`src/rtl/spi_led_ctrl_if.sv`:
```
`default_nettype none
// ============================================================================
// Module      : spi_led_ctrl_if
// Description : Frame bus between spi_slave and spi_led_ctrl.
//               i_rx_dv / i_cmd / i_addr / i_payload : received frame
//                 (spi_slave -> controller)
//               o_slv_tx_enb / o_slv_frame : response frame
//                 (controller -> spi_slave)
//               modport slave  : the LED controller side
//               modport master : the spi_slave (frame source) side
// Revision    : 1.0 - initial release
// ============================================================================
interface spi_led_ctrl_if #(
  parameter int CMD_W     = 2,
  parameter int ADDR_W    = 3,
  parameter int PAYLOAD_W = 8,
  parameter int FRAME_W   = CMD_W + ADDR_W + PAYLOAD_W
);
  logic                 i_rx_dv;
  logic [CMD_W-1:0]     i_cmd;
  logic [ADDR_W-1:0]    i_addr;
  logic [PAYLOAD_W-1:0] i_payload;
  logic                 o_slv_tx_enb;
  logic [FRAME_W-1:0]   o_slv_frame;

  modport slave (
    input  i_rx_dv, i_cmd, i_addr, i_payload,
    output o_slv_tx_enb, o_slv_frame
  );

  modport master (
    output i_rx_dv, i_cmd, i_addr, i_payload,
    input  o_slv_tx_enb, o_slv_frame
  );
endinterface
`default_nettype wire

```
`src/rtl/spi_led_ctrl.sv`:
```
`default_nettype none
// ============================================================================
// Module      : spi_led_ctrl
// Description : Command executor and PWM bank behind an SPI slave. Frames
//               {cmd, addr, payload} are captured on i_rx_dv and executed
//               once chip select is released. Commands: NOP, LED_SET,
//               LED_READ (loads a response frame for the next transaction)
//               and LED_ALL (broadcast set).
// Ports       : sysclk      - system clock, rising edge
//               rst_n       - asynchronous active-low reset
//               cs          - raw SPI chip select (asynchronous)
//               bus         - frame bus (slave modport)
//               o_cmd_err   - one-cycle pulse, SET/READ to bad address
//               o_busy      - FSM not idle
//               o_pwm       - PWM outputs, bit i drives LED i+1
// Revision    : 1.0 - initial release
// ============================================================================
module spi_led_ctrl #(
  parameter int   NUM_LEDS    = 8,
  parameter int   PWM_BITS    = 7,
  parameter int   CMD_W       = 2,
  parameter int   ADDR_W      = 3,
  parameter int   PAYLOAD_W   = 8,
  parameter int   FRAME_W     = CMD_W + ADDR_W + PAYLOAD_W,
  parameter logic CS_DEASSERT = 1'b1
) (
  input  logic                sysclk,
  input  logic                rst_n,
  input  logic                cs,
  spi_led_ctrl_if.slave       bus,
  output logic                o_cmd_err,
  output logic                o_busy,
  output logic [NUM_LEDS-1:0] o_pwm
);

  localparam logic [CMD_W-1:0]  c_CMD_NOP  = CMD_W'(0);
  localparam logic [CMD_W-1:0]  c_CMD_SET  = CMD_W'(1);
  localparam logic [CMD_W-1:0]  c_CMD_READ = CMD_W'(2);
  localparam logic [CMD_W-1:0]  c_CMD_ALL  = CMD_W'(3);
  localparam logic [ADDR_W:0]   c_NUM_LEDS = (ADDR_W + 1)'(NUM_LEDS);

  typedef enum logic [1:0] {
    S_IDLE    = 2'd0,
    S_EXEC    = 2'd1,
    S_TX_ARM  = 2'd2,
    S_TX_HOLD = 2'd3
  } state_t;

  state_t r_state;
  state_t w_next;

  // chip-select synchroniser and edge detector
  logic r_cs_meta;
  logic r_cs_s;
  logic r_cs_s_d;
  logic w_cs_start;

  // holding register for the most recent frame
  logic                r_pending;
  logic [CMD_W-1:0]    r_hold_cmd;
  logic [ADDR_W-1:0]   r_hold_addr;
  logic [PWM_BITS-1:0] r_hold_bri;

  // frame being executed; frozen so a frame arriving mid-command cannot
  // change the address used by TX_ARM
  logic [CMD_W-1:0]    r_x_cmd;
  logic [ADDR_W-1:0]   r_x_addr;
  logic [PWM_BITS-1:0] r_x_bri;

  logic [PWM_BITS-1:0] r_duty [NUM_LEDS];
  logic [PWM_BITS-1:0] r_cnt;
  logic [NUM_LEDS-1:0] r_pwm;

  logic                 r_tx_enb;
  logic [FRAME_W-1:0]   r_frame;

  logic                 w_start_exec;
  logic                 w_addr_ok;
  logic                 w_exec_set;
  logic                 w_exec_all;
  logic [PWM_BITS-1:0]  w_rx_bri;
  logic [PWM_BITS-1:0]  w_rd_duty;
  logic [PAYLOAD_W-1:0] w_rd_payload;

  assign w_rx_bri   = bus.i_payload[PAYLOAD_W-1 -: PWM_BITS];
  // start of a transaction: cs_s leaves its idle level
  assign w_cs_start = (r_cs_s_d == CS_DEASSERT) && (r_cs_s != CS_DEASSERT);
  // a frame arriving this very cycle counts as pending so execution can
  // start one cycle after i_rx_dv
  assign w_start_exec = (r_state == S_IDLE) && (r_pending || bus.i_rx_dv) &&
                        (r_cs_s == CS_DEASSERT);
  assign w_addr_ok  = ({1'b0, r_x_addr} < c_NUM_LEDS);
  assign w_exec_set = (r_state == S_EXEC) && (r_x_cmd == c_CMD_SET) && w_addr_ok;
  assign w_exec_all = (r_state == S_EXEC) && (r_x_cmd == c_CMD_ALL);

  always_ff @(posedge sysclk or negedge rst_n) begin
    if (!rst_n) begin
      r_cs_meta <= CS_DEASSERT;
      r_cs_s    <= CS_DEASSERT;
      r_cs_s_d  <= CS_DEASSERT;
    end else begin
      r_cs_meta <= cs;
      r_cs_s    <= r_cs_meta;
      r_cs_s_d  <= r_cs_s;
    end
  end

  // FSM state register
  always_ff @(posedge sysclk or negedge rst_n) begin
    if (!rst_n) begin
      r_state <= S_IDLE;
    end else begin
      r_state <= w_next;
    end
  end

  // FSM next state and combinational outputs
  always_comb begin
    w_next    = r_state;
    o_cmd_err = 1'b0;
    case (r_state)
      S_IDLE: begin
        if (w_start_exec) w_next = S_EXEC;
      end
      S_EXEC: begin
        w_next = S_IDLE;
        if (((r_x_cmd == c_CMD_SET) || (r_x_cmd == c_CMD_READ)) && !w_addr_ok) begin
          o_cmd_err = 1'b1;
        end else if (r_x_cmd == c_CMD_READ) begin
          w_next = S_TX_ARM;
        end
      end
      S_TX_ARM: begin
        w_next = S_TX_HOLD;
      end
      S_TX_HOLD: begin
        if (w_cs_start) w_next = S_IDLE;
      end
      default: begin
        w_next = S_IDLE;
      end
    endcase
  end

  assign o_busy = (r_state != S_IDLE);

  // frame capture; last frame wins
  always_ff @(posedge sysclk or negedge rst_n) begin
    if (!rst_n) begin
      r_pending   <= 1'b0;
      r_hold_cmd  <= c_CMD_NOP;
      r_hold_addr <= '0;
      r_hold_bri  <= '0;
      r_x_cmd     <= c_CMD_NOP;
      r_x_addr    <= '0;
      r_x_bri     <= '0;
    end else begin
      if (bus.i_rx_dv) begin
        r_hold_cmd  <= bus.i_cmd;
        r_hold_addr <= bus.i_addr;
        r_hold_bri  <= w_rx_bri;
      end
      if (w_start_exec) begin
        r_pending <= 1'b0;
        r_x_cmd   <= bus.i_rx_dv ? bus.i_cmd  : r_hold_cmd;
        r_x_addr  <= bus.i_rx_dv ? bus.i_addr : r_hold_addr;
        r_x_bri   <= bus.i_rx_dv ? w_rx_bri   : r_hold_bri;
      end else if (bus.i_rx_dv) begin
        r_pending <= 1'b1;
      end
    end
  end

  // duty registers
  always_ff @(posedge sysclk or negedge rst_n) begin
    if (!rst_n) begin
      for (int i = 0; i < NUM_LEDS; i++) r_duty[i] <= '0;
    end else begin
      for (int i = 0; i < NUM_LEDS; i++) begin
        if (w_exec_all || (w_exec_set && (r_x_addr == ADDR_W'(i)))) begin
          r_duty[i] <= r_x_bri;
        end
      end
    end
  end

  // read-back mux; out-of-range addresses never reach TX_ARM
  always_comb begin
    w_rd_duty = '0;
    for (int i = 0; i < NUM_LEDS; i++) begin
      if (r_x_addr == ADDR_W'(i)) w_rd_duty = r_duty[i];
    end
  end

  assign w_rd_payload = PAYLOAD_W'(w_rd_duty) << (PAYLOAD_W - PWM_BITS);

  // response frame
  always_ff @(posedge sysclk or negedge rst_n) begin
    if (!rst_n) begin
      r_tx_enb <= 1'b0;
      r_frame  <= '0;
    end else begin
      if (r_state == S_TX_ARM) begin
        r_tx_enb <= 1'b1;
        r_frame  <= {c_CMD_READ, r_x_addr, w_rd_payload};
      end else if ((r_state == S_TX_HOLD) && w_cs_start) begin
        r_tx_enb <= 1'b0;
      end
    end
  end

  assign bus.o_slv_tx_enb = r_tx_enb;
  assign bus.o_slv_frame  = r_frame;

  // shared free-running PWM counter, wraps naturally
  always_ff @(posedge sysclk or negedge rst_n) begin
    if (!rst_n) begin
      r_cnt <= '0;
    end else begin
      r_cnt <= r_cnt + 1'b1;
    end
  end

  for (genvar g = 0; g < NUM_LEDS; g++) begin : g_pwm
    always_ff @(posedge sysclk or negedge rst_n) begin
      if (!rst_n) begin
        r_pwm[g] <= 1'b0;
      end else begin
        r_pwm[g] <= (r_cnt < r_duty[g]);
      end
    end
  end

  assign o_pwm = r_pwm;

endmodule
`default_nettype wire

```
`src/flat_wrapper.sv`:
```
// flat-port wrapper written by rule: the top's interface ports become plain ports
module spi_led_ctrl_flat 
#(
  parameter int   NUM_LEDS    = 8,
  parameter int   PWM_BITS    = 7,
  parameter int   CMD_W       = 2,
  parameter int   ADDR_W      = 3,
  parameter int   PAYLOAD_W   = 8,
  parameter int   FRAME_W     = CMD_W + ADDR_W + PAYLOAD_W,
  parameter logic CS_DEASSERT = 1'b1
)
  (sysclk, rst_n, cs, o_cmd_err, o_busy, o_pwm, bus_i_rx_dv, bus_i_cmd, bus_i_addr, bus_i_payload, bus_o_slv_tx_enb, bus_o_slv_frame);
  spi_led_ctrl_if #(.CMD_W(CMD_W), .ADDR_W(ADDR_W), .PAYLOAD_W(PAYLOAD_W), .FRAME_W(FRAME_W)) bus_i ();
  input  logic sysclk;
  input  logic rst_n;
  input  logic cs;
  output logic o_cmd_err;
  output logic o_busy;
  output logic [NUM_LEDS-1:0] o_pwm;
  input wire logic [$bits(bus_i.i_rx_dv)-1:0] bus_i_rx_dv;
  input wire logic [$bits(bus_i.i_cmd)-1:0] bus_i_cmd;
  input wire logic [$bits(bus_i.i_addr)-1:0] bus_i_addr;
  input wire logic [$bits(bus_i.i_payload)-1:0] bus_i_payload;
  output wire logic [$bits(bus_i.o_slv_tx_enb)-1:0] bus_o_slv_tx_enb;
  output wire logic [$bits(bus_i.o_slv_frame)-1:0] bus_o_slv_frame;
  assign bus_i.i_rx_dv = bus_i_rx_dv;
  assign bus_i.i_cmd = bus_i_cmd;
  assign bus_i.i_addr = bus_i_addr;
  assign bus_i.i_payload = bus_i_payload;
  assign bus_o_slv_tx_enb = bus_i.o_slv_tx_enb;
  assign bus_o_slv_frame = bus_i.o_slv_frame;
  spi_led_ctrl #(.NUM_LEDS(NUM_LEDS), .PWM_BITS(PWM_BITS), .CMD_W(CMD_W), .ADDR_W(ADDR_W), .PAYLOAD_W(PAYLOAD_W), .FRAME_W(FRAME_W), .CS_DEASSERT(CS_DEASSERT)) u_core (.sysclk(sysclk), .rst_n(rst_n), .cs(cs), .bus(bus_i), .o_cmd_err(o_cmd_err), .o_busy(o_busy), .o_pwm(o_pwm));
endmodule
```
`config.mk`:
```
export PLATFORM = sky130hd
export DESIGN_NAME = spi_led_ctrl_flat
export DESIGN_NICKNAME = d
export VERILOG_FILES = /design/src/rtl/spi_led_ctrl_if.sv /design/src/rtl/spi_led_ctrl.sv /design/src/flat_wrapper.sv
export SDC_FILE = /design/constraint.sdc
export NUM_CORES = 1
export LEC_CHECK = 0
export CELL_PAD_IN_SITES_DETAIL_PLACEMENT = 0
export CELL_PAD_IN_SITES_GLOBAL_PLACEMENT = 1
export CORE_ASPECT_RATIO = 0.75
export CORE_MARGIN = 3
export CORE_UTILIZATION = 30
export DETAILED_ROUTE_END_ITERATION = 16
export PLACE_DENSITY_LB_ADDON = 0.1
export RECOVER_POWER = 25
export REMOVE_ABC_BUFFERS = 1
export SYNTH_ARGS = -nofsm -noshare
export SYNTH_HDL_FRONTEND = slang
export SYNTH_SLANG_ARGS = --single-unit
```
`constraint.sdc`:
```
create_clock -name sysclk -period 4.8 [get_ports sysclk]
set_input_delay 1.2 -clock sysclk [delete_from_list [all_inputs] [get_ports sysclk]]
set_output_delay 1.2 -clock sysclk [all_outputs]
set_load 0.02 [all_outputs]
```
======== Word level (Yosys, flattened, before mapping) ========
Cells that the tools add are included.
word-level totals
  bits of input ports ..................... 17
  output and inout bits ................... 24
  memories kept ........................... 0
  memory bits (read-only) ................. 0
  bits in latches ......................... 0
  bits in writable memories ............... 0
  logic and storage cells ................. 103
  bits in registers ....................... 113
operators by class
  multipliers ............................. 0
  eq/ne operators ......................... 15
  $add $sub $neg .......................... 1
  reduce and logical (&&, ||, !) cells .... 29
  mux-type cells .......................... 19
  bitwise logic cells ..................... 1
  shift-type cells ........................ 0
  $lt $le $gt $ge ......................... 8
  div/mod/pow operators ................... 0
operators by type and width
  cell                                                    count
  2-to-1 mux 7 bit                                        9
  < comparator 7 bit                                      8
  logical AND 1 bit                                       14
  equality test 3 bit (second input constant)             4
  logical OR 1 bit                                        9
  equality test 2 bit (second input constant)             4
  2-to-1 mux 2 bit                                        4
  one-hot mux 2 bit (4 select lines)                      1
  adder 7 x 1 -> 7 bit (second input constant)            1
  equality test 3 x 2 -> 1 bit (second input constant)    2
  nonzero test 2 bit                                      3
  equality test 2 x 1 -> 1 bit (second input constant)    2
  2-to-1 mux 1 bit                                        4
  inequality test 2 x 1 -> 1 bit (second input constant)  2
  equality test 3 x 1 -> 1 bit (second input constant)    1
  logical NOT 3 bit                                       1
  2-to-1 mux 3 bit                                        1
  logical NOT 2 bit                                       1
  AND reduction 2 bit                                     1
  NOT 1 bit                                               1

======== Longest topological paths before layout ========
Gate-level depths: netlist (run 1).
  depth in word-level cells ............... 9
  gate-level depth with buffers ........... 7
  depth with buffers taken out ............ 6

======== Worst setup path after synthesis (run 1) ========
OpenSTA, ideal clock, no wires.
  kind .................................... input -> register
  from .................................... in bus_i_rx_dv
  to ...................................... reg u_core.r_x_bri[2]
  setup time .............................. 0.127 ns
  data arrival time ....................... 2.013 ns
  path slack .............................. 2.660 ns
  cell stages on the path ................. 3
  buffers on the path ..................... 1
  data required time ...................... 4.673 ns
  cell sequence ........................... buf_2 > mux2_2 > mux2_1
on the way
  word-level cells in the longest chain between the ends .. 3
  elaborated cells between the ends (all ways) .. 4
  those cells by class .................... mux (1); reduce/logical (3)
RTL lines
  element                         RTL line             text
  start, declared                 flat_wrapper.sv:20   input wire logic [$bits(bus_i.i_rx_dv)-1:0] bus_i_rx_dv;
  logical OR 1 bit                spi_led_ctrl.sv:90   assign w_start_exec = (r_state == S_IDLE) && (r_pending || bus.i_rx_dv) &&
  logical AND 1 bit (2 in a row)  spi_led_ctrl.sv:90
  end signal, assigned            spi_led_ctrl.sv:167  r_x_bri <= bus.i_rx_dv ? w_rx_bri : r_hold_bri;
  end, declared                   spi_led_ctrl.sv:68   logic [PWM_BITS-1:0] r_x_bri;
Several ways; a longest one is shown, not always the timed one.
A chain may end at the register's enable or synchronous reset.

==> run metrics, run 1 <==
outcome=completed; Clock transition at path regs=0.06 ns; Lkg Pwr=3.35 nW; CP Cell Sequence=or2_1 -> clkdlybuf4s50_1; critical setup path kind=reg -> out; Placed Instances=799; Max clock buf depth=2; met2 GRT Util=20.8%; cell taking the most area after synthesis=dfrtp_1; Die Span Y=128 µm; met3 Use GR=3.42%; CP peak stage delay=0.54 ns; Internal=3.07 mW; FFs w/ async S/R, synth=100%; hold worst-path end=u_core.r_cs_s; most used flip-flop cell after synthesis=dfrtp_1; Core ar.=0.0190 mm²; Fillers=1870; clock sink total=113; Critical Path Slowest Stage Cell=clkdlybuf4s50_1; Fmax achieved=340 MHz; HP Start=u_core.r_cs_meta; Bufs and invs on worst path=1; RSZ-0062 raised after global routing=no; worst path arrival time=1.74 ns; Final Max Slew Viols=0; postcts setup bufs=0; post-route insts no fill=831; Seq cells post-synth=113; grt ovf=0; largest cells by area after synthesis=dfrtp_1 46%, mux2_2 11%, ha_1 10%, inv_1 3.3%, nand2_1 2.3%; placed wire-length estimate=10300 µm; Max-slew headroom=45.7%; final WL=14500 µm; Hold Vio Cnt, Final=0; Seq. cell area=0.00283 mm²; vias in the first global route=4084; hold_ws=0.360 ns; synth warn=0; Period minus WS final=2.94 ns; H-tree levels=4; CP delay by family, top=buffers and inverters; initial antenna violation count=0; post-synthesis sequential area ratio=47.5%; IO Count=41; count leader, synth=dfrtp_1; CTS root buf=clkbuf_16; maximum VDD drop=0.000267 V; number of CTS-inserted buffers=17; DR pass1 iterations=6; final setup TNS=0 ns; R2R cell count=5; # Max-Cap Violations=0; Vias/cell=4.86; EDFF count, synth=0; footprint of the multi-input gates=0.00279 mm²; WHS Path Cells=0; CTS tree=built; die width=169 µm; busiest grt layer=met1; placer congestion estimate=0.759; global-route wire length before repair=23600 µm; crit path capture type=output pin; Post-CTS Hold Fix Bufs=0; largest net degree at the start of global routing=54; worst min-delay path class=reg -> reg; Layout Nets=637; Synth Cell Area=0.00596 mm²; Clk pwr share=27.9%; top cells by count, synth=110 x dfrtp_1, 60 x mux2_2, 52 x inv_1, 49 x ha_1, 36 x nand2_1; Final Util=37.8%; Avg Cell Area, Syn=11.3 µm²; die area=0.0216 mm²; Setup crit start kind=register; critical path data required time=3.60 ns; drt initial violations=145; Initial Util=31.4%; routed len/inst=17.5 µm; met1 Usage GRT=21.3%; Antenna Violating Nets Remaining=0; combinational power share=37.2%; Flop pwr share=34.9%; Final Cycle Share=61.3%; Clock Latency Late Sink=0.41 ns; Synth top area share=46.2%; Reg-to-Reg Start=u_core.r_cnt[2]; Vias=4037; Switching Power=1.77 mW; worst-path fanout max=9; Cells after Synth=529; layout cells sized above 1=21.1%; worst slew pin tran=0.810 ns; final setup fails=0; Sw Ratio=36.6%; number of library cell types mapped by synthesis=47; Area Overhead vs Synth=20.5%; ANT cells=0; R2R Path End=u_core.o_pwm[6]; CTS resizes=0; r2r setup slk=2.72 ns; PD cells=675 mW/mm²; Port Buf Inserts=36; DRC Markers=0; gr usage total=14.4%; skew final=0.00846 ns; Rows=43
[state kept, by name, summed over array words and instances, names as in the netlist, 2 cells and up, named ones only]
name / cells
u_core.bus.o_slv_frame: 11
u_core.o_pwm: 8
u_core.r_cnt: 7
u_core.r_duty: 56
u_core.r_hold_addr: 3
u_core.r_hold_bri: 7
u_core.r_hold_cmd: 2
u_core.r_x_addr: 3
u_core.r_x_bri: 7
u_core.r_x_cmd: 2
[worst max-delay path by stage]
| stage | from | depth (start not counted) | endpoint |
|---|---|---|---|
| 6_report | register | 2 | o_busy |
| 5_1_grt | register | 2 | o_busy |
| 4_1_cts | register | 2 | o_busy |
| 3_5_place_dp | bus_i_rx_dv | 5 | u_core.r_x_addr[1] |
| 3_3_place_gp | bus_i_rx_dv | 5 | u_core.r_x_addr[0] |
| 2_1_floorplan | u_core.r_x_addr[0] | 3 | u_core.r_duty[0] |
[cells by family after synthesis]
group,count (synthesis),synth area share [%]
and+or+nand+nor,94,8.25
adders and majority gates,49,10.3
buffers and inverters,76,5.82
AOI/OAI and AO/OA,110,11.5
DFF,113,47.5
other,1,0.0629
muxes,81,15.8
xor gates and xnor gates,5,0.735
[cell type report]
cell class | count | share of cell area (%)
flip-flops and latches | 113 | 39.5
multi-input cells | 342 | 38.8
clock buffers | 18 | 6.12
repair buffers | 45 | 5.93
well taps | 247 | 4.31
inverters | 52 | 2.72
clock inverters | 14 | 2.63
[power groups by stage]
stage / Clock, mW / Sequential [mW] / Combinational, mW
2_1_floorplan: 0 / 1.76 / 1.06
3_3_place_gp: 0 / 1.71 / 1.79
3_5_place_dp: 0 / 1.72 / 1.82
4_1_cts: 1.38 / 1.70 / 1.83
5_1_grt: 1.43 / 1.76 / 2.03
6_report: 1.35 / 1.69 / 1.80
[stage by stage]
step                cell area [µm²]  setup WS (ns)  power, mW
CTS                            7180           1.84       4.91
global route                   7180           1.79       5.21
global placement               6550           1.54       3.50
detailed placement             6550           1.52       3.53
floorplan                      5810           2.56       2.82
finish                         7180           1.86       4.85
[worst register-to-register path, stage by stage (launching register included)]
cell     delay (ns)
dfrtp_1        0.72
ha_1           0.36
a21o_1         0.18
a31oi_1        0.29
o21ai_0        0.25
a31oi_1        0.21
[metal layers]
| metal | up-vias | part of all wire [%] |
|---|---|---|
| met4 | 0 | 1.3 |
| met5 | - | 0 |
| met1 | 2010 | 54 |
| met2 | 59 | 42 |
| li1 | 1951 | - |
| met3 | 17 | 3.1 |
[placed cells by master, fill, tap and decap left out, types with 4 or more instances in the layout]
master / count
a21o_1: 16
a21oi_1: 21
a221oi_1: 6
a31oi_1: 19
buf_4: 10
bufinv_16: 4
clkbuf_16: 17
clkdlybuf4s50_1: 34
clkinv_2: 4
dfrtp_1: 110
ha_1: 49
inv_1: 52
mux2_1: 7
mux2_2: 60
mux2_4: 7
mux2i_1: 6
nand2_1: 36
nand2b_1: 12
nand3_1: 4
nor2_1: 16
nor3b_1: 6
o21ai_0: 24
o21ai_1: 4
o21ai_2: 5
o22ai_1: 6
o31ai_1: 6
Power figures use the tool's default switching activity.
==> run 2, diff against run 1 <==
==> constraint.sdc (replaced) <==
create_clock -name sysclk -period 2.5 [get_ports sysclk]
set_input_delay 0.625 -clock sysclk [delete_from_list [all_inputs] [get_ports sysclk]]
set_output_delay 0.625 -clock sysclk [all_outputs]
set_load 0.02 [all_outputs]
==> run 2 against run 1 <==
  * The run now ends with max-capacitance violations, max-slew violations left
  * Sequential cell count unchanged
  * Design area up 0.54%
  * Hold slack worse by 0.00076 ns
  * Core utilization rose by 0.20 points
  * Register-to-register slack worse by 2.3 ns
  * First-iteration DRC count up 53%
  * Non-clock buffer count grew 9
  * Clock-buffer cell count rose by 2
  * Clock skew is 0.0014 ns lower
  * Worst setup slack got worse by 1.7 ns
  * Sequential share of layout area fell by 0.21 points
  * Critical path depth stayed put
  * Critical path type unchanged
==> run metrics, run 2 (synthesis results as in run 1) <==
outcome=finished, violations left; failing checks=max-capacitance violations, max-slew violations; Setup crit start kind=register; Antenna Violating Nets Remaining=0; Final Cycle Share=94.8%; CTS resizes=0; Hold Vio Cnt, Final=0; H-tree levels=4; Rows=43; worst min-delay path class=reg -> reg; largest reg by FF count=u_core.r_duty; CTS tree=built; worst slew pin tran=2.01 ns; Crit path depth=2; Max clock buf depth=2; gr usage total=14.4%; PD cells=1270 mW/mm²; skew final=0.00703 ns; vias in the first global route=4076; RSZ-0062 raised after global routing=no; Lkg Pwr=3.38 nW; clock sink total=113; die area=0.0216 mm²; DRC Markers=0; Fillers=1850; drt initial violations=222; global-route wire length before repair=23600 µm; placer congestion estimate=0.773; Die Span Y=128 µm; routed len/inst=17.4 µm; number of CTS-inserted buffers=17; CP peak stage delay=0.54 ns; placed cell area=0.00664 mm²; placed wire-length estimate=10600 µm; Port Buf Inserts=36; Largest register FFs=56; die width=169 µm; Vias/cell=4.76; # Max-Cap Violations=1; final setup fails=0; Initial Util=31.4%; Clock Latency Late Sink=0.41 ns; layout cells sized above 1=21.8%; Vias=3986; postcts setup bufs=0; Fmax achieved=422 MHz; Core ar.=0.0190 mm²; Area Overhead vs Synth=21.1%; Final Max Slew Viols=33; final WL=14600 µm; Critical Path Slowest Stage Cell=clkdlybuf4s50_1; ANT cells=0; WHS Path Cells=0; CP delay by family, top=buffers and inverters; commonest non-fill, non-tap cell in the layout=dfrtp_1; worst-path fanout max=9; Period minus WS final=2.37 ns; most frequent cells in the layout=110 x dfrtp_1, 60 x mux2_2, 52 x inv_1; Final Instance Area=0.00722 mm²; grt ovf=0; Layout Nets=646; Post-CTS Hold Fix Bufs=0; maximum VDD drop=0.000526 V; Bufs and invs on worst path=1; Clock transition at path regs=0.05 ns; CTS root buf=clkbuf_16; CP Cell Sequence=or2_1 -> clkdlybuf4s50_1; critical setup path kind=reg -> out; DR pass1 iterations=4; Max-slew headroom=-34.2%; final setup TNS=0 ns; crit path capture type=output pin; largest net degree at the start of global routing=47; initial antenna violation count=0; critical path data required time=1.88 ns; IO Count=41; worst path arrival time=1.75 ns; R2R cell count=5
[run 2: power breakdown]
part	internal, mW	switching (mW)
Clock	1.53	0.858
Combinational	1.71	1.70
Sequential	2.57	0.805
[run 2: per-stage QoR]
step / instances / hold WS [ns] / worst slack [ns] / power [mW] / util [%]
2_1_floorplan: 507 / 0.329 / 0.256 / 5.41 / -
3_3_place_gp: 808 / 0.345 / 0.377 / 6.80 / 35.0
3_5_place_dp: 808 / 0.347 / 0.347 / 6.88 / 35.0
4_1_cts: 838 / 0.177 / 0.0954 / 9.32 / 38.0
5_1_grt: 838 / 0.365 / 0.0359 / 9.91 / 38.0
6_report: 838 / 0.359 / 0.130 / 9.17 / 38.0
[run 2: final cells by class]
class / count / area (µm²) / area share (%)
multi-input cells: 342 / 2790 / 38.6
repair buffers: 54 / 514 / 7.13
clock inverters: 10 / 111 / 1.54
inverters: 52 / 195 / 2.71
well taps: 247 / 309 / 4.28
clock buffers: 20 / 467 / 6.47
flip-flops and latches: 113 / 2830 / 39.2
[run 2: per-layer routing]
metal	part of all wire [%]	GRT usage [%]	up-vias	routed length, µm
met5	0	0	-	0
met4	1.1	4.04	0	158
met3	5.1	3.39	13	745
met2	41	20.5	67	6040
met1	52	21.7	1942	7640
li1	-	-	1964	-
[run 2: worst paths after layout]
kind / start / end / slack, ns
setup / recovery: register / o_busy / 0.13
hold / removal: u_core.r_cs_meta / u_core.r_cs_s / 0.36
setup reg to reg: u_core.r_cnt[2] / u_core.o_pwm[6] / 0.41
hold reg to reg: u_core.r_cs_meta / u_core.r_cs_s / 0.36
max in group asynchronous: rst_n / u_core.r_pending / 0.55
min in group asynchronous: rst_n / u_core.o_pwm[0] / 0.78
==> run 3, diff against run 2 <==
--- a/config.mk
+++ b/config.mk
@@ -7,7 +7,7 @@
 export LEC_CHECK = 0
 export CELL_PAD_IN_SITES_DETAIL_PLACEMENT = 0
 export CELL_PAD_IN_SITES_GLOBAL_PLACEMENT = 1
-export CORE_ASPECT_RATIO = 0.75
+export CORE_ASPECT_RATIO = 2
 export CORE_MARGIN = 3
 export CORE_UTILIZATION = 30
 export DETAILED_ROUTE_END_ITERATION = 16
==> run 3 against run 2 <==
  * The flow still finishes with violations (max-capacitance violations, max-slew violations)
  * Worst setup slack better by 0.089 ns
  * Non-clock buffer count up 1
  * Register-to-register slack better by 0.04 ns
  * Critical endpoint unchanged
  * Largest power group unchanged
==> run metrics, run 3 (synthesis results as in run 1) <==
Clock Latency Late Sink=0.41 ns; worst-path fanout max=7; largest reg by FF count=u_core.r_duty; DR pass1 iterations=4; grt ovf=0; CTS root buf=clkbuf_16; Power, Total=9.18 mW; placed wire-length estimate=11900 µm; postcts setup bufs=0; drt initial violations=131; skew final=0.00704 ns; layout cells sized above 1=21.5%; Area Overhead vs Synth=20.9%; Vias/cell=4.78; PD cells=1270 mW/mm²; number of CTS-inserted buffers=17; CTS resizes=0; global-route wire length before repair=25100 µm; RSZ-0062 raised after global routing=no; Clock transition at path regs=0.05 ns; worst path arrival time=1.66 ns; worst min-delay path class=reg -> reg; WHS Path Cells=0; Initial Util=30.6%; Vias=4080; HP Start=u_core.r_cs_meta; Rows=72; IO Count=41; crit path capture type=output pin; routed len/inst=18.4 µm; failing checks=max-capacitance violations, max-slew violations; Setup crit start kind=register; pre-CTS WS=0.165 ns; CTS tree=built; # Max-Cap Violations=1; Lkg Pwr=3.38 nW; commonest non-fill, non-tap cell in the layout=dfrtp_1; Largest register FFs=56; ANT cells=0; Final Max Slew Viols=31; final setup TNS=0 ns; critical setup path kind=reg -> out; H-tree levels=4; r2r setup slk=0.45 ns; initial antenna violation count=0; setup ws final=0.219 ns; final WL=15700 µm; die width=106 µm; most frequent cells in the layout=110 x dfrtp_1, 60 x mux2_2, 52 x inv_1; outcome=finished, violations left; Final Cycle Share=91.3%; clock sink total=113; DRC Markers=0; largest net degree at the start of global routing=57; Max-slew headroom=-21.7%; worst slew pin tran=1.83 ns; placer congestion estimate=0.776; vias in the first global route=4463; Antenna Violating Nets Remaining=0; Hold Vio Cnt, Final=0; Layout Nets=647; R2R Path End=u_core.r_duty[22]; Die Span Y=205 µm; maximum VDD drop=0.000716 V; Reg-to-Reg Start=u_core.r_x_addr[1]; Port Buf Inserts=36; die area=0.0217 mm²; Core ar.=0.0195 mm²; critical path data required time=1.88 ns; final setup fails=0; Period minus WS final=2.28 ns; Fmax achieved=438 MHz; Post-CTS Hold Fix Bufs=0; R2R cell count=3; gr usage total=15.5%; hold worst-path end=u_core.r_cs_s; Max clock buf depth=2
## run 3: cell count changes in the layout (fill, tap and decap cells not counted)
| cell | delta |
|---|---|
| clkinv_2 | +2 |
| clkinvlp_4 | -3 |
| bufinv_16 | -2 |
| clkbuf_8 | +2 |
| clkinv_4 | -1 |
| clkbuf_1 | +4 |
| buf_6 | +1 |
## run 3: per-layer routing
| layer | track usage, % | share of wire [%] |
|---|---|---|
| met1 | 15.9 | 36 |
| met2 | 29.3 | 57 |
| met3 | 2.61 | 2.2 |
| met4 | 8.52 | 4.1 |
| met5 | 0 | 0 |
## run 3: final cells by class
cell class	instances	area, µm²
clock buffers	26	509
clock inverters	6	30.0
fillers	1992	12300
inverters	52	195
multi-input cells	342	2790
flip-flops and latches	113	2830
well taps	259	324
repair buffers	55	526
## run 3: power by group
group / leakage, nW / internal, mW / switching (mW)
combinational: 1.75 / 1.79 / 1.82
sequential: 1.35 / 2.57 / 0.795
clock: 0.274 / 1.39 / 0.821
## run 3: how the worst max path moves through the flow
stage,to,cells past startpoint,slack [ns],startpoint
floorplan,u_core.r_duty[0],3,0.26,u_core.r_x_addr[0]
global placement,u_core.r_x_bri[1],5,0.15,bus_i_rx_dv
detailed placement,u_core.r_x_bri[0],5,0.17,bus_i_rx_dv
CTS,o_busy,2,0.19,u_core.r_state[0]
global route,u_core.r_duty[21],2,0.11,rst_n
finish,o_busy,2,0.22,u_core.r_state[0]
## run 3: critical path, stage by stage (launching register included)
cell,delay [ns]
dfrtp_1,0.43
or2_1,0.26
clkdlybuf4s50_1,0.55
## run 3: per-stage QoR
stage	instance area, µm²	hold WS [ns]	utilization, %	cells
finish	7200	0.360	37.0	853
global route	7200	0.372	37.0	853
CTS	7220	0.165	37.1	853
detailed placement	6680	0.352	34.3	821
global placement	6680	0.351	34.3	821
floorplan	5810	0.329	-	507
